## src/rtl/pc_fetch_unit_pkg.sv

```systemverilog
// Shared types and constants for the program-counter fetch unit.
package pc_pkg;

  typedef enum logic [1:0] {
    BOOT  = 2'd0,
    FETCH = 2'd1,
    HOLD  = 2'd2
  } fetch_state_t;

  localparam int PC_ALIGN_BITS = 2;

  localparam logic [31:0] DEFAULT_RESET_VECTOR = 32'h0000_0000;
  localparam logic [31:0] DEFAULT_TRAP_VECTOR  = 32'h0000_0100;

endpackage

```

## src/rtl/pc_next_mux.sv

```systemverilog
// Next-PC priority select (jump > branch > pending > sequential) with target alignment.
// PC_MISALIGN_TRAP_EN: misaligned targets load TRAP_VECTOR and raise misalign; otherwise low bits are cleared.
module pc_next_mux
  import pc_pkg::*;
#(
  parameter int              XLEN        = 32,
  parameter logic [XLEN-1:0] TRAP_VECTOR = XLEN'(DEFAULT_TRAP_VECTOR)
) (
  input  logic            jump,
  input  logic [XLEN-1:0] jump_target,
  input  logic            branch_taken,
  input  logic [XLEN-1:0] branch_target,
  input  logic            pend_valid,
  input  logic [XLEN-1:0] pend_target,
  input  logic [XLEN-1:0] pc_plus4,
  output logic [XLEN-1:0] next_pc,
  output logic            misalign,
  output logic            redirect,
  output logic [XLEN-1:0] redirect_target
);

  localparam logic [XLEN-1:0] ALIGN_MASK = XLEN'((1 << PC_ALIGN_BITS) - 1);

  logic            sel_valid;
  logic [XLEN-1:0] sel_target;

  always_comb begin
    redirect        = jump | branch_taken;
    redirect_target = jump ? jump_target : branch_target;
    // A fresh redirect this cycle outranks an older pending one.
    sel_valid       = redirect | pend_valid;
    sel_target      = redirect ? redirect_target : pend_target;
    next_pc         = pc_plus4;
    misalign        = 1'b0;
    if (sel_valid) begin
`ifdef PC_MISALIGN_TRAP_EN
      if (|(sel_target & ALIGN_MASK)) begin
        next_pc  = TRAP_VECTOR;
        misalign = 1'b1;
      end else begin
        next_pc = sel_target;
      end
`else
      next_pc = sel_target & ~ALIGN_MASK;
`endif
    end
  end

endmodule

```

## src/rtl/pc_fetch_unit.sv

```systemverilog
// PC register and fetch-request sequencer (BOOT -> FETCH <-> HOLD), fsm_state exposes the FSM.
// PC_MISALIGN_TRAP_EN enables trapping on misaligned redirect targets.
// Handshake: imem_req_o asks for the instruction at pc_o; a transfer completes in a cycle with
// imem_req_o=1 and imem_ready_i=1, signalled by pc_valid_o, and pc_o advances at that clock edge.
module pc_fetch_unit
  import pc_pkg::*;
#(
  parameter int              XLEN         = 32,
  parameter logic [XLEN-1:0] RESET_VECTOR = XLEN'(DEFAULT_RESET_VECTOR),
  parameter logic [XLEN-1:0] TRAP_VECTOR  = XLEN'(DEFAULT_TRAP_VECTOR)
) (
  input  logic            clk,
  input  logic            rst,
  output logic [XLEN-1:0] pc_o,
  input  logic [XLEN-1:0] pc_plus4_i,
  output logic            imem_req_o,
  input  logic            imem_ready_i,
  output logic            pc_valid_o,
  input  logic            stall_i,
  input  logic            branch_taken_i,
  input  logic [XLEN-1:0] branch_target_i,
  input  logic            jump_i,
  input  logic [XLEN-1:0] jump_target_i,
  output logic            misalign_o,
  output logic [1:0]      fsm_state
);

  fetch_state_t    state, state_next;
  logic            pend_valid;
  logic [XLEN-1:0] pend_target;
  logic [XLEN-1:0] next_pc;
  logic            next_misalign;
  logic            redirect;
  logic [XLEN-1:0] redirect_target;

  pc_next_mux #(
    .XLEN        (XLEN),
    .TRAP_VECTOR (TRAP_VECTOR)
  ) u_next_mux (
    .jump            (jump_i),
    .jump_target     (jump_target_i),
    .branch_taken    (branch_taken_i),
    .branch_target   (branch_target_i),
    .pend_valid      (pend_valid),
    .pend_target     (pend_target),
    .pc_plus4        (pc_plus4_i),
    .next_pc         (next_pc),
    .misalign        (next_misalign),
    .redirect        (redirect),
    .redirect_target (redirect_target)
  );

  always_comb begin
    state_next = state;
    imem_req_o = 1'b0;
    pc_valid_o = 1'b0;
    case (state)
      BOOT: state_next = FETCH;
      FETCH: begin
        imem_req_o = ~stall_i;
        pc_valid_o = imem_ready_i & ~stall_i;
        if (stall_i) state_next = HOLD;
      end
      HOLD: if (!stall_i) state_next = FETCH;
      default: state_next = BOOT;
    endcase
  end

  always_ff @(posedge clk or posedge rst) begin
    if (rst) begin
      state       <= BOOT;
      pc_o        <= RESET_VECTOR;
      pend_valid  <= 1'b0;
      pend_target <= '0;
      misalign_o  <= 1'b0;
    end else begin
      state      <= state_next;
      misalign_o <= 1'b0;
      if (pc_valid_o) begin
        pc_o       <= next_pc;
        pend_valid <= 1'b0;
        misalign_o <= next_misalign;
      end else if (redirect) begin
        // Redirect arrived without a completed transfer: keep it for the next one.
        pend_valid  <= 1'b1;
        pend_target <= redirect_target;
      end
    end
  end

  assign fsm_state = state;

endmodule
```

## config.mk

```make
export PLATFORM = sky130hd
export DESIGN_NAME = pc_fetch_unit
export DESIGN_NICKNAME = d
export VERILOG_FILES = /design/src/rtl/pc_fetch_unit_pkg.sv /design/src/rtl/pc_next_mux.sv /design/src/rtl/pc_fetch_unit.sv
export SDC_FILE = /design/constraint.sdc
export NUM_CORES = 1
export LEC_CHECK = 0
export CAP_MARGIN = 20
export CORE_MARGIN = 2
export CORE_UTILIZATION = 45
export DETAILED_ROUTE_END_ITERATION = 10
export GPL_TIMING_DRIVEN = 0
export PLACE_DENSITY = 0.81
export SLEW_MARGIN = 20
export SYNTH_ARGS = -nofsm -noshare
export SYNTH_HDL_FRONTEND = slang
export SYNTH_SLANG_ARGS = --single-unit
export TNS_END_PERCENT = 5
```

## constraint.sdc

```tcl
create_clock -name clk -period 2.86 [get_ports clk]
set_clock_uncertainty 0.1 [all_clocks]
set_input_delay 0.429 -clock clk [delete_from_list [all_inputs] [get_ports clk]]
set_output_delay 0.429 -clock clk [all_outputs]
set_load 0.01 [all_outputs]
```

==> summary.txt <==
Run status
  – Status: complete, no violations

CTS
  – Inserted Clock Buffers: 9
  – Hold-fix buffers at CTS: 0
  – Clk root buf: clkbuf_8
  – Latest clock arrival within the worst-skew pair: 0.33 ns
  – CTS Buffer Depth: 2
  – TritonCTS Sinks: 65
  – Post CTS Setup Buffer Count: 0
  – CTS tree: done
  – H-tree depth: 3
  – Cts repair resizes: 0
  – CTS clk-pin slew, worst paths: 0.07 ns

Critical path
  – Worst r2r path cells: 5
  – Reg2Reg Launch Point: fsm_state[1]$_DFFE_PP0P_
  – Worst Path Max Fanout: 19
  – Worst r2r dst: pc_o[31]$_DFFE_PP0P_
  – R2r setup slk: 1.19 ns
  – Critical path required time: 2.33 ns
  – Critical path type: in -> out
  – Crit. Startpoint: stall_i
  – CP Capture Type: output pin
  – Startpoint Class: input pin
  – Crit path DAT: 2.10 ns

Power
  – Peak VDD IR: 392 uV
  – Power per cell area: 682 nW/um^2
  – Overall Power: 3.70 mW
  – LEAKAGE: 2.15 nW

Die
  – Die ar.: 9140 sq um
  – # IOs: 139
  – Die H: 95.6 um
  – Die width: 95.6 um
  – FP Rows: 33
  – Core footprint: 8180 sq um
  – Initial Utilization: 46.2%

Route
  – Residual DRC: 0
  – DR iter-0 viols: 192
  – Via Count: 3437
  – Routed len/inst: 16.8 um
  – Overall routed net length: 10700 um
  – Detail-routed via count per cell: 5.39
  – DRT antenna net count: 0
  – Pre-antenna DRT Iters: 4

Logic synthesis
  – Compound-gate portion of the synthesized area: 24.3%
  – Ys flop type: dfrtp_1
  – Post-Syn Area: 3780 sq um
  – Syn Area/Cell: 9.79 sq um
  – Synth Area in Simple Gates: 15.9%
  – Post-synth top cells: dfrtp_1 (65), nand2_1 (60), o21ai_0 (53)
  – Post-synthesis mux area share: 9.94%
  – Post-synth top area share: 43.1%
  – Synthesis warning total: 0
  – Adder-Cell Fraction of Synth Area: 0%
  – Synth area leader: dfrtp_1
  – Cells after synthesis: 386
  – Post-synth EDFFs: 0
  – Largest cells by area after synthesis: dfrtp_1 (43%), o211ai_2 (9.9%), o21ai_0 (7.0%), mux2_1 (6.0%), nand2_1 (6.0%)
  – Largest family of logic cells by synthesized area: compound AO/OA/AOI/OAI gates
  – FF+latch count, synth: 65
  – Syn nets: 488
  – Sequential share of the synthesized area: 43.1%
  – Post-synthesis async set-or-reset flop share: 100%
  – Distinct cells, synth: 27
  – Most frequent cell after synthesis: dfrtp_1
  – Post-Synth XOR/XNOR Area: 0.232%

Global routing
  – Vias in the first global route: 3474
  – Initial antenna violation count: 0
  – Gr usage total: 24.2%
  – Global route total overflow: 0
  – Largest net degree at the start of global routing: 35
  – First-pass GRT wire length: 17000 um

Place
  – Post-DP HPWL: 7820 um
  – DP Area: 5250 sq um
  – Dpl ws: 0.0229 ns
  – IO Port Bufs: 132
  – Routability congestion estimate: 0.803
  – Placed cells: 624

Layout
  – Share of layout cells above drive strength 1: 16.5%
  – Final Non-Filler Cells: 638
  – Final Util: 66.4%
  – Layout area overhead: 43.7%
  – # fillers: 667
  – Post-route cell area: 5430 sq um
  – NumNets Final: 631
  – # diodes: 0

STA
  – Final WS setup: 0.229 ns
  – Max Freq: 0.380 GHz
  – Fin. Hold Viols: 0
  – Final setup vio count: 0
  – Tmin final: 2.63 ns
  – Tightest Pin Transition: 0.509 ns
  – Total negative slack: 0 ns
  – Final period utilization: 92.0%
  – Worst hold slack: 0.350 ns
  – Max_slew headroom: 66.0%
  – Unrepaired setup endpoints after global routing: no
  – Count of final max-slew check failures: 0

Run
  – # Max-Cap Violations: 0

Min path
  – Hold Path Class: in -> async
worst max-delay path, cell delays in order:
cell and delay, ns:
clkdlybuf4s50_1 0.47, and4bb_1 0.31, buf_6 0.14, buf_6 0.19
clkdlybuf4s50_1 0.57
power breakdown:
part	internal [mW]	switching [mW]
combinational	0.859	0.680
sequential	1.25	0.188
clock	0.380	0.342
registers in the layout, summed over array words and instances, names as in the netlist:
signal	cells
pc_o	32
pend_target	30
fsm_state	2
pend_valid	1
how the worst max path moves through the flow:
stage                                     to  slack, ns
floorplan           fsm_state[0]$_DFFE_PP0P_       0.70
global placement         pc_o[3]$_DFFE_PP0P_      -0.49
detailed placement                pc_valid_o       0.02
CTS                               pc_valid_o       0.01
global route                      pc_valid_o       0.16
finish                            pc_valid_o       0.23
layout make-up:
| class | instances | area, sq um | share of cell area [%] |
|---|---|---|---|
| Inverter | 3 | 13.8 | 0.254 |
| Clock inverter | 2 | 12.5 | 0.230 |
| Clock buffer | 13 | 169 | 3.11 |
| Sequential cell | 65 | 1630 | 30.0 |
| Multi-Input combinational cell | 284 | 1910 | 35.1 |
| Tap cell | 105 | 131 | 2.42 |
| Buffer | 33 | 228 | 4.19 |
| Timing Repair Buffer | 133 | 1340 | 24.7 |
layout by cell type, fill, tap and decap left out, drive strengths merged:
| master | n |
|---|---|
| a21oi | 1 |
| a31oi | 30 |
| and2 | 1 |
| and4bb | 1 |
| buf | 26 |
| clkbuf | 21 |
| clkdlybuf4s50 | 132 |
| clkinv | 1 |
| clkinvlp | 1 |
| conb | 1 |
| dfrtp | 65 |
| inv | 3 |
| mux2 | 30 |
| nand2 | 60 |
| nand2b | 23 |
| nand3 | 2 |
| nor2 | 31 |
| nor3 | 1 |
| nor3b | 1 |
| o211ai | 30 |
| o21a | 1 |
| o21ai | 62 |
| or2b | 7 |
| or3 | 1 |
| xor2 | 1 |
routing by layer:
layer	track usage (%)	up-vias	wire [um]
met4	8.93	0	191
met5	0	-	0
met3	4.90	16	652
met2	39.9	109	5370
met1	31.5	1668	4480
li1	-	1644	-
logic make-up (layout without fill, tap and decap cells):
logic type      after synthesis  count (layout)
buf+inv                      37             184
other cells                   1               1
mux                          30              30
compound gates              124             124
flops                        65              65
simple gates                128             128
xor+xnor                      1               1
Note: power is estimated with default switching activity, not from simulation.
==> RTL change, RTL diff (same settings) <==
`XLEN` is set to 32 in 2 places; all go to 64.
--- a/src/rtl/pc_next_mux.sv
+++ b/src/rtl/pc_next_mux.sv
@@ -3,7 +3,7 @@
 module pc_next_mux
   import pc_pkg::*;
 #(
-  parameter int              XLEN        = 32,
+  parameter int              XLEN        = 64,
   parameter logic [XLEN-1:0] TRAP_VECTOR = XLEN'(DEFAULT_TRAP_VECTOR)
 ) (
   input  logic            jump,
--- a/src/rtl/pc_fetch_unit.sv
+++ b/src/rtl/pc_fetch_unit.sv
@@ -5,7 +5,7 @@
 module pc_fetch_unit
   import pc_pkg::*;
 #(
-  parameter int              XLEN         = 32,
+  parameter int              XLEN         = 64,
   parameter logic [XLEN-1:0] RESET_VECTOR = XLEN'(DEFAULT_RESET_VECTOR),
   parameter logic [XLEN-1:0] TRAP_VECTOR  = XLEN'(DEFAULT_TRAP_VECTOR)
 ) (
Interface: changed (resized branch_target_i, jump_target_i, pc_o and pc_plus4_i); port bits go from 139 to 267. No check against the original RTL was run, so the function may have changed too.
==> RTL change against the original RTL <==
Core utilization increased by 3.6 points; routed wire length is 120% higher; synthesized cell count is 100% higher; final area up 97%; sequential cell count up 64; power grew 120%; register-to-register slack worse by 260 ps; worst setup slack got worse by 130 ps; clock power rose to 3.4 times the old value; area after synthesis up 87%.
==> RTL change: results (changes against the original RTL) <==
| Metric | Value |
|---|---|
| Share of cells above drive strength 1 | `14.0% (-2.5 points)` |
| CTS Buf Count | `17 (+8)` |
| Post-synthesis xor/xnor area fraction | `0.124% (-0.11 points)` |
| Hpwl dp | `17200 um (+120%)` |
| Post-synthesis mux area share | `9.88% (-0.054 points)` |
| Drt first pass iters | `5 (+1)` |
| Clk Latency, worst-skew pair | `430 ps (+100 ps)` |
| Clock Tree Root | `clkbuf_16` |
| Sequential share of the synthesized area | `45.7% (+2.6 points)` |
| CTS Buffer Depth | `2 (unchanged)` |
| Post-synth net total | `973 (+99%)` |
| Synth Area in Compound Gates | `21.2% (-3.1 points)` |
| Worst-path maximum fanout | `19 (unchanged)` |
| Largest cells by area after synthesis | `dfrtp_1, mux2_2, o21ai_0` |
| Outcome | `finished clean` |
| Area growth syn-to-layout | `51.1%` |
| Adder-cell share of the synthesized area | `0% (unchanged)` |
| Largest register FFs | `64 (+100%)` |
| Final setup margin | `103 ps (-126 ps)` |
| Largest reg by FF count | `pc_o` |
| Initial antenna violation count | `0 (unchanged)` |
| Reg2reg start | `fsm_state[1]` |
| Leakage | `4.08 nW (+90%)` |
| Startpoint of the worst hold path | `stall_i` |
| Largest net degree at the start of global routing | `32 (-8.6%)` |
| Reg-to-Reg End | `pend_target[61]` |
| Max VDD drop | `0.493 mV (+26%)` |
| # nets final | `1254 (+99%)` |
| Number of global-route vias before repair | `7106 (+100%)` |
| Post-Place Setup Slack | `-399 ps (-421 ps)` |
| Flop-to-flop setup slack | `930 ps (-260 ps)` |
| Setup crit start kind | `flop` |
| Number of distinct library cells after synthesis | `24 (-11%)` |
| Htree depth | `4 (+1)` |
| Worst Hold Path EP | `fsm_state[0]` |
| Drt initial violations | `565 (+190%)` |
| Global Route Usage Sum | `29.2% (+4.9 points)` |
| Final WL | `24000 um (+120%)` |
| Number of port buffers | `259 (+96%)` |
| Placed cell area | `0.0100 mm^2 (+90%)` |
| First-pass GRT wire length | `37500 um (+120%)` |
| Hold path depth | `2` |
| Critical Path End | `pc_valid_o` |
| Placer congestion estimate | `0.858 (+6.9%)` |
| Final hold slack | `212 ps (-138 ps)` |
| Vias per inst | `5.52 (+2.5%)` |
| Reg2Reg Depth | `4 (-1)` |
| Filler cells | `1173 (+76%)` |
| Post-synthesis async set-or-reset flop share | `100% (unchanged)` |
| Least-Margin Pin Slew | `549 ps (+39.6 ps)` |
| # diodes | `0 (unchanged)` |
| Clock slew at reported path FFs | `60 ps` |
| Worst hold path type | `in2reg` |
| Post-synth top cells | `dfrtp_1, o21ai_0, nand2_1` |
| YS warnings | `0 (unchanged)` |
## RTL change: cell type report
class	instances	share of cell area, %
clock buffers	22	4.44
repair buffers	263	25.1
inverters	3	0.141
flip-flops and latches	129	30.2
well taps	211	2.47
plain buffers	70	4.23
multi-input cells	572	31.7
clock inverters	10	1.69
## RTL change: where the power goes
part	total [mW]	internal (mW)	switching (mW)	leakage [nW]
clock	2.44	1.61	0.832	0.316
combinational	2.96	1.63	1.33	2.32
sequential	2.87	2.49	0.376	1.44
total	8.27	5.73	2.53	4.08
## RTL change: routing by layer
metal	global-route usage, %	routed length [um]	vias up
met3	5.95	1480	52
li1	-	-	3290
met2	48.3	11600	279
met5	0	0	-
met1	38.3	10300	3449
met4	9.78	628	0
## RTL change: timing repair
item / in CTS / in global routing
endpoints found under the hold margin: 0 / 0
setup endpoints to repair: 1 / 1
buffers inserted: 0 / 0
pin swaps: 0 / 1
gates resized for setup: 4 / 3
## RTL change: cells by family (layout without fill, tap and decap cells)
logic type / Yosys count / in the layout
other cells: 1 / 1
mux: 62 / 62
simple gates: 256 / 256
compound gates: 252 / 252
xor+xnor: 1 / 1
flops: 129 / 129
buf+inv: 74 / 368
## RTL change: through the flow
| step | setup TNS (ps) | std cells |
|---|---|---|
| 2_1_floorplan | 0 | 775 |
| 3_3_place_gp | -73790 | 1245 |
| 3_5_place_dp | -399 | 1249 |
| 4_1_cts | 0 | 1280 |
| 5_1_grt | 0 | 1280 |
| 6_report | 0 | 1280 |
## RTL change: worst max-delay path: stages, from the launching register on
cell	delay, ps
dfrtp_1	450
and4bb_4	420
buf_12	170
buf_4	190
clkdlybuf4s50_1	560
